--- config.mk ---
export PLATFORM = sky130hd
export DESIGN_NAME = hazard_fwd_ctrl
export DESIGN_NICKNAME = d
export VERILOG_FILES = /design/src/rtl/hazard_fwd_ctrl.sv
export SDC_FILE = /design/constraint.sdc
export NUM_CORES = 1
export LEC_CHECK = 0
export ABC_AREA = 1
export BUFFER_PORTS_ARGS = -buffer_cell sky130_fd_sc_hd__buf_2
export CELL_PAD_IN_SITES_DETAIL_PLACEMENT = 0
export CELL_PAD_IN_SITES_GLOBAL_PLACEMENT = 2
export CORE_UTILIZATION = 27
export DETAILED_ROUTE_END_ITERATION = 10
export PLACE_DENSITY_LB_ADDON = 0.3
export SLEW_MARGIN = 20
export SYNTH_ARGS = -nofsm -noshare
export SYNTH_HDL_FRONTEND = slang
export SYNTH_SLANG_ARGS = --single-unit
export TNS_END_PERCENT = 1
--- constraint.sdc ---
create_clock -name clk -period 2.51 [get_ports clk]
set_clock_uncertainty 0.1 [all_clocks]
set_input_delay 0.502 -clock clk [delete_from_list [all_inputs] [get_ports clk]]
set_output_delay 0.502 -clock clk [all_outputs]
set_load 0.02 [all_outputs]
--- src/rtl/hazard_fwd_ctrl.sv ---
// Hazard and forwarding controller for a 5-stage ARM pipeline: operand forwarding selects,
// load-use stalls, taken-branch IF/ID flush, global memory freeze and saturating stall/flush counters.
module hazard_fwd_ctrl #(
  parameter int CNT_W = 16
) (
  input  logic             clk,
  input  logic             reset,
  input  logic [3:0]       ID_Rn,
  input  logic [3:0]       ID_Rm,
  input  logic [3:0]       ID_Rd,
  input  logic             ID_use_Rn,
  input  logic             ID_use_Rm,
  input  logic             ID_use_Rd,
  input  logic             ID_B,
  input  logic             Cond,
  input  logic             EX_RF,
  input  logic             EX_load_instr,
  input  logic [3:0]       EX_Rd,
  input  logic [3:0]       MEM_Rd,
  input  logic [3:0]       WB_Rd,
  input  logic             MEM_RF,
  input  logic             WB_RF,
  input  logic             mem_busy,
  output logic [1:0]       fwd_A,
  output logic [1:0]       fwd_B,
  output logic [1:0]       fwd_C,
  output logic             PC_load,
  output logic             IF_ID_load,
  output logic             NOP_sel,
  output logic             IF_ID_clear,
  output logic [CNT_W-1:0] stall_cnt,
  output logic [CNT_W-1:0] flush_cnt,
  output logic [1:0]       fsm_state
);

  typedef enum logic [1:0] {
    RUN   = 2'd0,
    STALL = 2'd1,
    FLUSH = 2'd2
  } state_t;

  state_t state, state_next;
  logic   load_use, br_taken, stall_inc;

  // R15 is the PC and is never forwarded; an ALU result in EX beats older results.
  function automatic logic [1:0] fwd_sel(input logic       use_src,
                                         input logic [3:0] src,
                                         input logic       ex_rf,
                                         input logic       ex_ld,
                                         input logic [3:0] ex_rd,
                                         input logic       mem_rf,
                                         input logic [3:0] mem_rd,
                                         input logic       wb_rf,
                                         input logic [3:0] wb_rd);
    logic [1:0] sel;
    sel = 2'b00;
    if (use_src && src != 4'hF) begin
      if (ex_rf && !ex_ld && ex_rd == src) sel = 2'b01;
      else if (mem_rf && mem_rd == src)    sel = 2'b10;
      else if (wb_rf && wb_rd == src)      sel = 2'b11;
    end
    return sel;
  endfunction

  always_comb begin
    fwd_A = 2'b00;
    fwd_B = 2'b00;
    fwd_C = 2'b00;
    if (!reset) begin
      fwd_A = fwd_sel(ID_use_Rn, ID_Rn, EX_RF, EX_load_instr, EX_Rd, MEM_RF, MEM_Rd, WB_RF, WB_Rd);
      fwd_B = fwd_sel(ID_use_Rm, ID_Rm, EX_RF, EX_load_instr, EX_Rd, MEM_RF, MEM_Rd, WB_RF, WB_Rd);
      fwd_C = fwd_sel(ID_use_Rd, ID_Rd, EX_RF, EX_load_instr, EX_Rd, MEM_RF, MEM_Rd, WB_RF, WB_Rd);
    end
  end

  assign load_use = EX_RF & EX_load_instr &
                    ((ID_use_Rn & (ID_Rn == EX_Rd)) |
                     (ID_use_Rm & (ID_Rm == EX_Rd)) |
                     (ID_use_Rd & (ID_Rd == EX_Rd)));
  assign br_taken = ID_B & Cond;

  always_ff @(posedge clk) begin
    if (reset) state <= RUN;
    else       state <= state_next;
  end

  always_comb begin
    state_next  = state;
    PC_load     = 1'b1;
    IF_ID_load  = 1'b1;
    NOP_sel     = 1'b0;
    IF_ID_clear = 1'b0;
    case (state)
      RUN: begin
        // A stall wins over a branch; the branch stays in ID and flushes once released.
        if (load_use) begin
          state_next = STALL;
          PC_load    = 1'b0;
          IF_ID_load = 1'b0;
          NOP_sel    = 1'b1;
        end else if (br_taken) begin
          state_next  = FLUSH;
          IF_ID_clear = 1'b1;
        end
      end
      STALL, FLUSH: state_next = RUN;
      default:      state_next = RUN;
    endcase
    if (mem_busy) begin
      state_next  = state;
      PC_load     = 1'b0;
      IF_ID_load  = 1'b0;
      NOP_sel     = 1'b0;
      IF_ID_clear = 1'b0;
    end
    if (reset) begin
      state_next  = RUN;
      PC_load     = 1'b0;
      IF_ID_load  = 1'b0;
      NOP_sel     = 1'b1;
      IF_ID_clear = 1'b0;
    end
  end

  assign stall_inc = (state == RUN) & load_use & ~mem_busy;
  assign fsm_state = state;

  always_ff @(posedge clk) begin
    if (reset) begin
      stall_cnt <= '0;
      flush_cnt <= '0;
    end else begin
      if (stall_inc && stall_cnt != '1)   stall_cnt <= stall_cnt + CNT_W'(1);
      if (IF_ID_clear && flush_cnt != '1) flush_cnt <= flush_cnt + CNT_W'(1);
    end
  end

endmodule

* Word-level counts from Yosys, hierarchy flattened
Cells that the tools add are included.
** Word-level totals
- Bits in registers :: 34
- Output and inout port bits :: 44
- Logic and storage cells :: 83
** Cells by class
- Add/subtract/negate cells :: 2
- Eq/ne operators :: 18
- Mux-type cells :: 31
- Bitwise logic cells :: 11
- Reduce and logical (&&, ||, !) cells :: 18
** Operators with widths (number)
- == test 4 bit :: 12
- 2-to-1 mux 2 bit :: 18
- adder 16 x 1 -> 16 bit (second input constant) :: 2
- inequality test 16 bit (second input constant) :: 2
- logical AND 1 bit :: 15
- 2-to-1 mux 1 bit :: 13
- inequality test 4 bit (second input constant) :: 3
- AND 1 bit :: 8
- inequality test 3 bit (second input constant) :: 1
- zero test 2 bit :: 1
- bitwise OR 1 bit :: 2
- AND reduction 2 bit :: 1
- zero test 1 bit :: 1
- NOT 1 bit :: 1

* Logic depth before layout (Yosys ltp)
- Depth after elaboration :: 10
- Mapped depth :: 11
- Depth with buffers taken out :: 11

* Least setup slack after synthesis
No wires, ideal clock.
- Kind :: input-to-output
- Start :: in reset
- End :: out fwd_C[1]
- Arrival time :: 1.579 ns
- Data required time :: 1.908 ns
- Slack :: 0.329 ns
- Cell stages on the path :: 5
- Path through :: inv_1 clkbuf_1 nand3_1 or2_2 a21oi_1
** On the way
- Word-level cells in the longest chain between the ends :: 1
** RTL lines
- start, declared :: RTL line 7 : input logic reset,
- 2-to-1 mux 2 bit :: RTL line 69 : if (!reset) begin
- end, declared :: RTL line 26 : output logic [1:0] fwd_C,
No other way between the ends.

* Worst setup path in the final report
- Start :: in ID_Rm[0]
- End :: out fwd_B[1]
** On the way
- Word-level cells in the longest chain between the ends :: 7
- Elaborated cells on any way between the ends :: 13
- Those cells by class :: eq/ne (4); mux (5); reduce/logical (4)
** RTL lines
- start, declared :: RTL line 9 : input logic [3:0] ID_Rm,
- == test 4 bit :: RTL line 60 : else if (wb_rf && wb_rd == src) sel = 2'b11;
- logical AND 1 bit :: RTL line 60
- 2-to-1 mux 2 bit :: RTL line 60
- 2-to-1 mux 2 bit :: RTL line 59 : else if (mem_rf && mem_rd == src) sel = 2'b10;
- 2-to-1 mux 2 bit :: RTL line 58 : if (ex_rf && !ex_ld && ex_rd == src) sel = 2'b01;
- 2-to-1 mux 2 bit (*) :: RTL line 57 : if (use_src && src != 4'hF) begin
- 2-to-1 mux 2 bit (*) :: RTL line 69
- end, declared :: RTL line 25 : output logic [1:0] fwd_B,
Every way passes the cells marked *; elsewhere a longest branch is shown, timed or not.

==> metrics.cfg <==
[timing]
min_period_ns=2.359
slew_violations=0
relSlewSlack=0.6413
finalCritPeriodShare=0.9399
setup_tns_ns=0
worst_pin_slew_ns=0.5339
hold_viol=0
hold_ws_ns=0.3921
layout_setup_ws_ns=0.1509
rsz0062_at_grt=no
clock.fmax_mhz=423.9
setup_violations=0

[worst_setup_path]
cpMostUsedCell=buf_2
cp.arrival_ns=1.76
critical_path_class=in2out
required_ns=1.91
end_kind=primary output
cp_slowest_cell=a211oi_1
critPathTopFamily=compound AO/OA/AOI/OAI gates
cp-start-kind=input port
max_stage_delay_ns=0.32
cp_cell_sequence=buf_2 > inv_1 > o21ai_0 > a221oi_1 > nand3_1 > a211oi_1 > buf_2
cp_max_fo=4
crit_buf_inv=3

[floorplan]
die_area_sq_um=10650
coreArea_sq_um=9864
rows=36
die_h_microns=103.2
ios=80
start_util=0.2802
die_x_microns=103.2

[placed_design]
hpwl_microns=7082
portBuffers=79
placed_area_sq_um=3332
dp_slack_ns=0.1503
gp_congestion=0.8943

[cells_and_area]
final_area_sq_um=3412
area_growth_pct=23.45
fillers=1098
nNetsFinal=558
drive_gt1_frac=0.2462
antenna_cells=0

[logic_synthesis]
yosys-top-cells-area=dfxtp_1, nand2_1, a21oi_1
synth_top_area_cell=dfxtp_1
synth_common_cells=nand2_1, a21oi_1, nor2_1
yosysMostFrequentCell=nand2_1
synth_seq_area_share=0.2463
synth_cell_types=37
ys_warn_count=0
synth_fp_nets=475
ys.flop_type=dfxtp_1
synth_edf_count=0
async_flop_share=0
synth_seq_cells=34
netlist_instances=437
syn_avg_cell_area_sq_um=6.325
synth_top_area_frac=0.2463
synthesis.area_sq_um=2764

[cts]
clkTransAtPathRegs_ns=0.07
cts_setup_buffers=0
clock-sinks=34
cts_tree=done
cts_buffers=5
cts_hold_buffers=0
clkLatencyLatePin_ns=0.29
post_cts_resized=0
cts_buffer_depth=2
h-tree-depth=2
root_buffer=clkbuf_8

[routing]
wl_microns=9062
drt-initial-drc-count=130
ant_nets=0
viasPerCell=4.799
wire_per_inst_microns=13.88
first_pass_iters=5
vias=3134
drc=0

[global_route]
grt_max_degree=20
grt_first_pass_wirelength_microns=14320
grt_util_all_layers=0.1742
grt_pass1_vias=2797
grt_overflow=0
antenna_found_initial=0

[power]
leakage_nw=1.575
power.density_nw_per_um2=341.9
ir_drop_mv=0.2093

[hold_path]
worstHoldPathType=reg2reg

[run_status]
status=complete, no violations

[run]
drv_cap=0

## metrics by stage
| stage | total power, mW | cells | util |
|---|---|---|---|
| 3_3_place_gp | 0.7819 | 646 | 0.3378 |
| 3_5_place_dp | 0.7787 | 646 | 0.3378 |
| 2_1_floorplan | 0.6813 | 437 | - |
| 5_1_grt | 1.229 | 653 | 0.3459 |
| 6_report | 1.166 | 653 | 0.3459 |
| 4_1_cts | 1.184 | 653 | 0.3459 |
## state kept, by name, summed over array words and instances, names as in the netlist
| signal | cells |
|---|---|
| stall_cnt | 16 |
| fsm_state | 2 |
| flush_cnt | 16 |
## placed cells by master, fill, tap and decap left out, types with 2 or more instances in the layout
cell type | netlist | final
nand2_1 | 98 | 98
nand3_2 | 2 | 2
nor3_1 | 11 | 10
clkbuf_8 | 0 | 5
xor2_1 | 16 | 16
nor2_1 | 42 | 42
or2_2 | 3 | 3
o22ai_1 | 6 | 6
buf_4 | 1 | 10
nor2_4 | 3 | 3
nand2_2 | 4 | 4
ha_1 | 2 | 2
a221oi_1 | 4 | 4
dfxtp_1 | 34 | 34
a21oi_1 | 42 | 42
inv_1 | 41 | 41
o21ai_1 | 8 | 8
buf_2 | 4 | 79
nand4_2 | 2 | 2
nand4_1 | 22 | 22
o21ai_0 | 12 | 12
xnor2_1 | 11 | 11
o2111ai_1 | 2 | 2
inv_2 | 12 | 12
nand3_1 | 37 | 37
## report_power, final
part,total [mW],switching (mW),internal (mW)
clock network,0.400,0.210,0.191
registers,0.544,0.00209,0.542
logic,0.223,0.145,0.0774
total,1.17,0.357,0.810
## layer usage
layer	part of all wire	track usage	vias to the layer above	routed length, microns
li1	-	-	1626	-
met2	0.42	0.2713	98	3832
met1	0.51	0.2512	1400	4639
met5	0	0	-	0
met3	0.053	0.02688	10	479
met4	0.012	0.04225	0	110
## layout make-up
cell class | count | area, sq um | share of cell area
clock buffer | 6 | 72.57 | 0.02127
clock inverter | 1 | 7.507 | 0.002200
inverter | 53 | 198.9 | 0.05831
multi-input combinational | 337 | 1815 | 0.5321
sequential | 34 | 680.7 | 0.1995
tap | 133 | 166.4 | 0.04877
timing repair buffer | 89 | 470.5 | 0.1379
## final timing paths
kind / depth (start not counted) / slack [ns] / start / end
worst min-delay path: 2 / 0.39 / fsm_state[1]$_SDFFE_PP0P_ / fsm_state[1]$_SDFFE_PP0P_
worst min register to register: 2 / 0.39 / fsm_state[1]$_SDFFE_PP0P_ / fsm_state[1]$_SDFFE_PP0P_
worst max register to register: 7 / 0.30 / stall_cnt[0]$_SDFFE_PP0P_ / stall_cnt[0]$_SDFFE_PP0P_
worst max-delay path: 7 / 0.15 / ID_Rm[0] / fwd_B[1]
## worst reg2reg max path, delay by kind of cell, from the launching register on
kind	cells	cell delay, ns
compound gates	1	0.15
fa+ha+maj	1	0.28
flops	1	0.44
simple gates	5	1.13
## logic make-up after synthesis
kind of cell    after synthesis  share of synthesized area
simple gates                231                     0.4070
compound gates               77                     0.1535
buf+inv                      66                    0.09869
flops                        34                     0.2463
xor+xnor                     27                    0.08556
fa+ha+maj                     2                   0.009052
No activity file was read; power rests on OpenSTA's default activity.
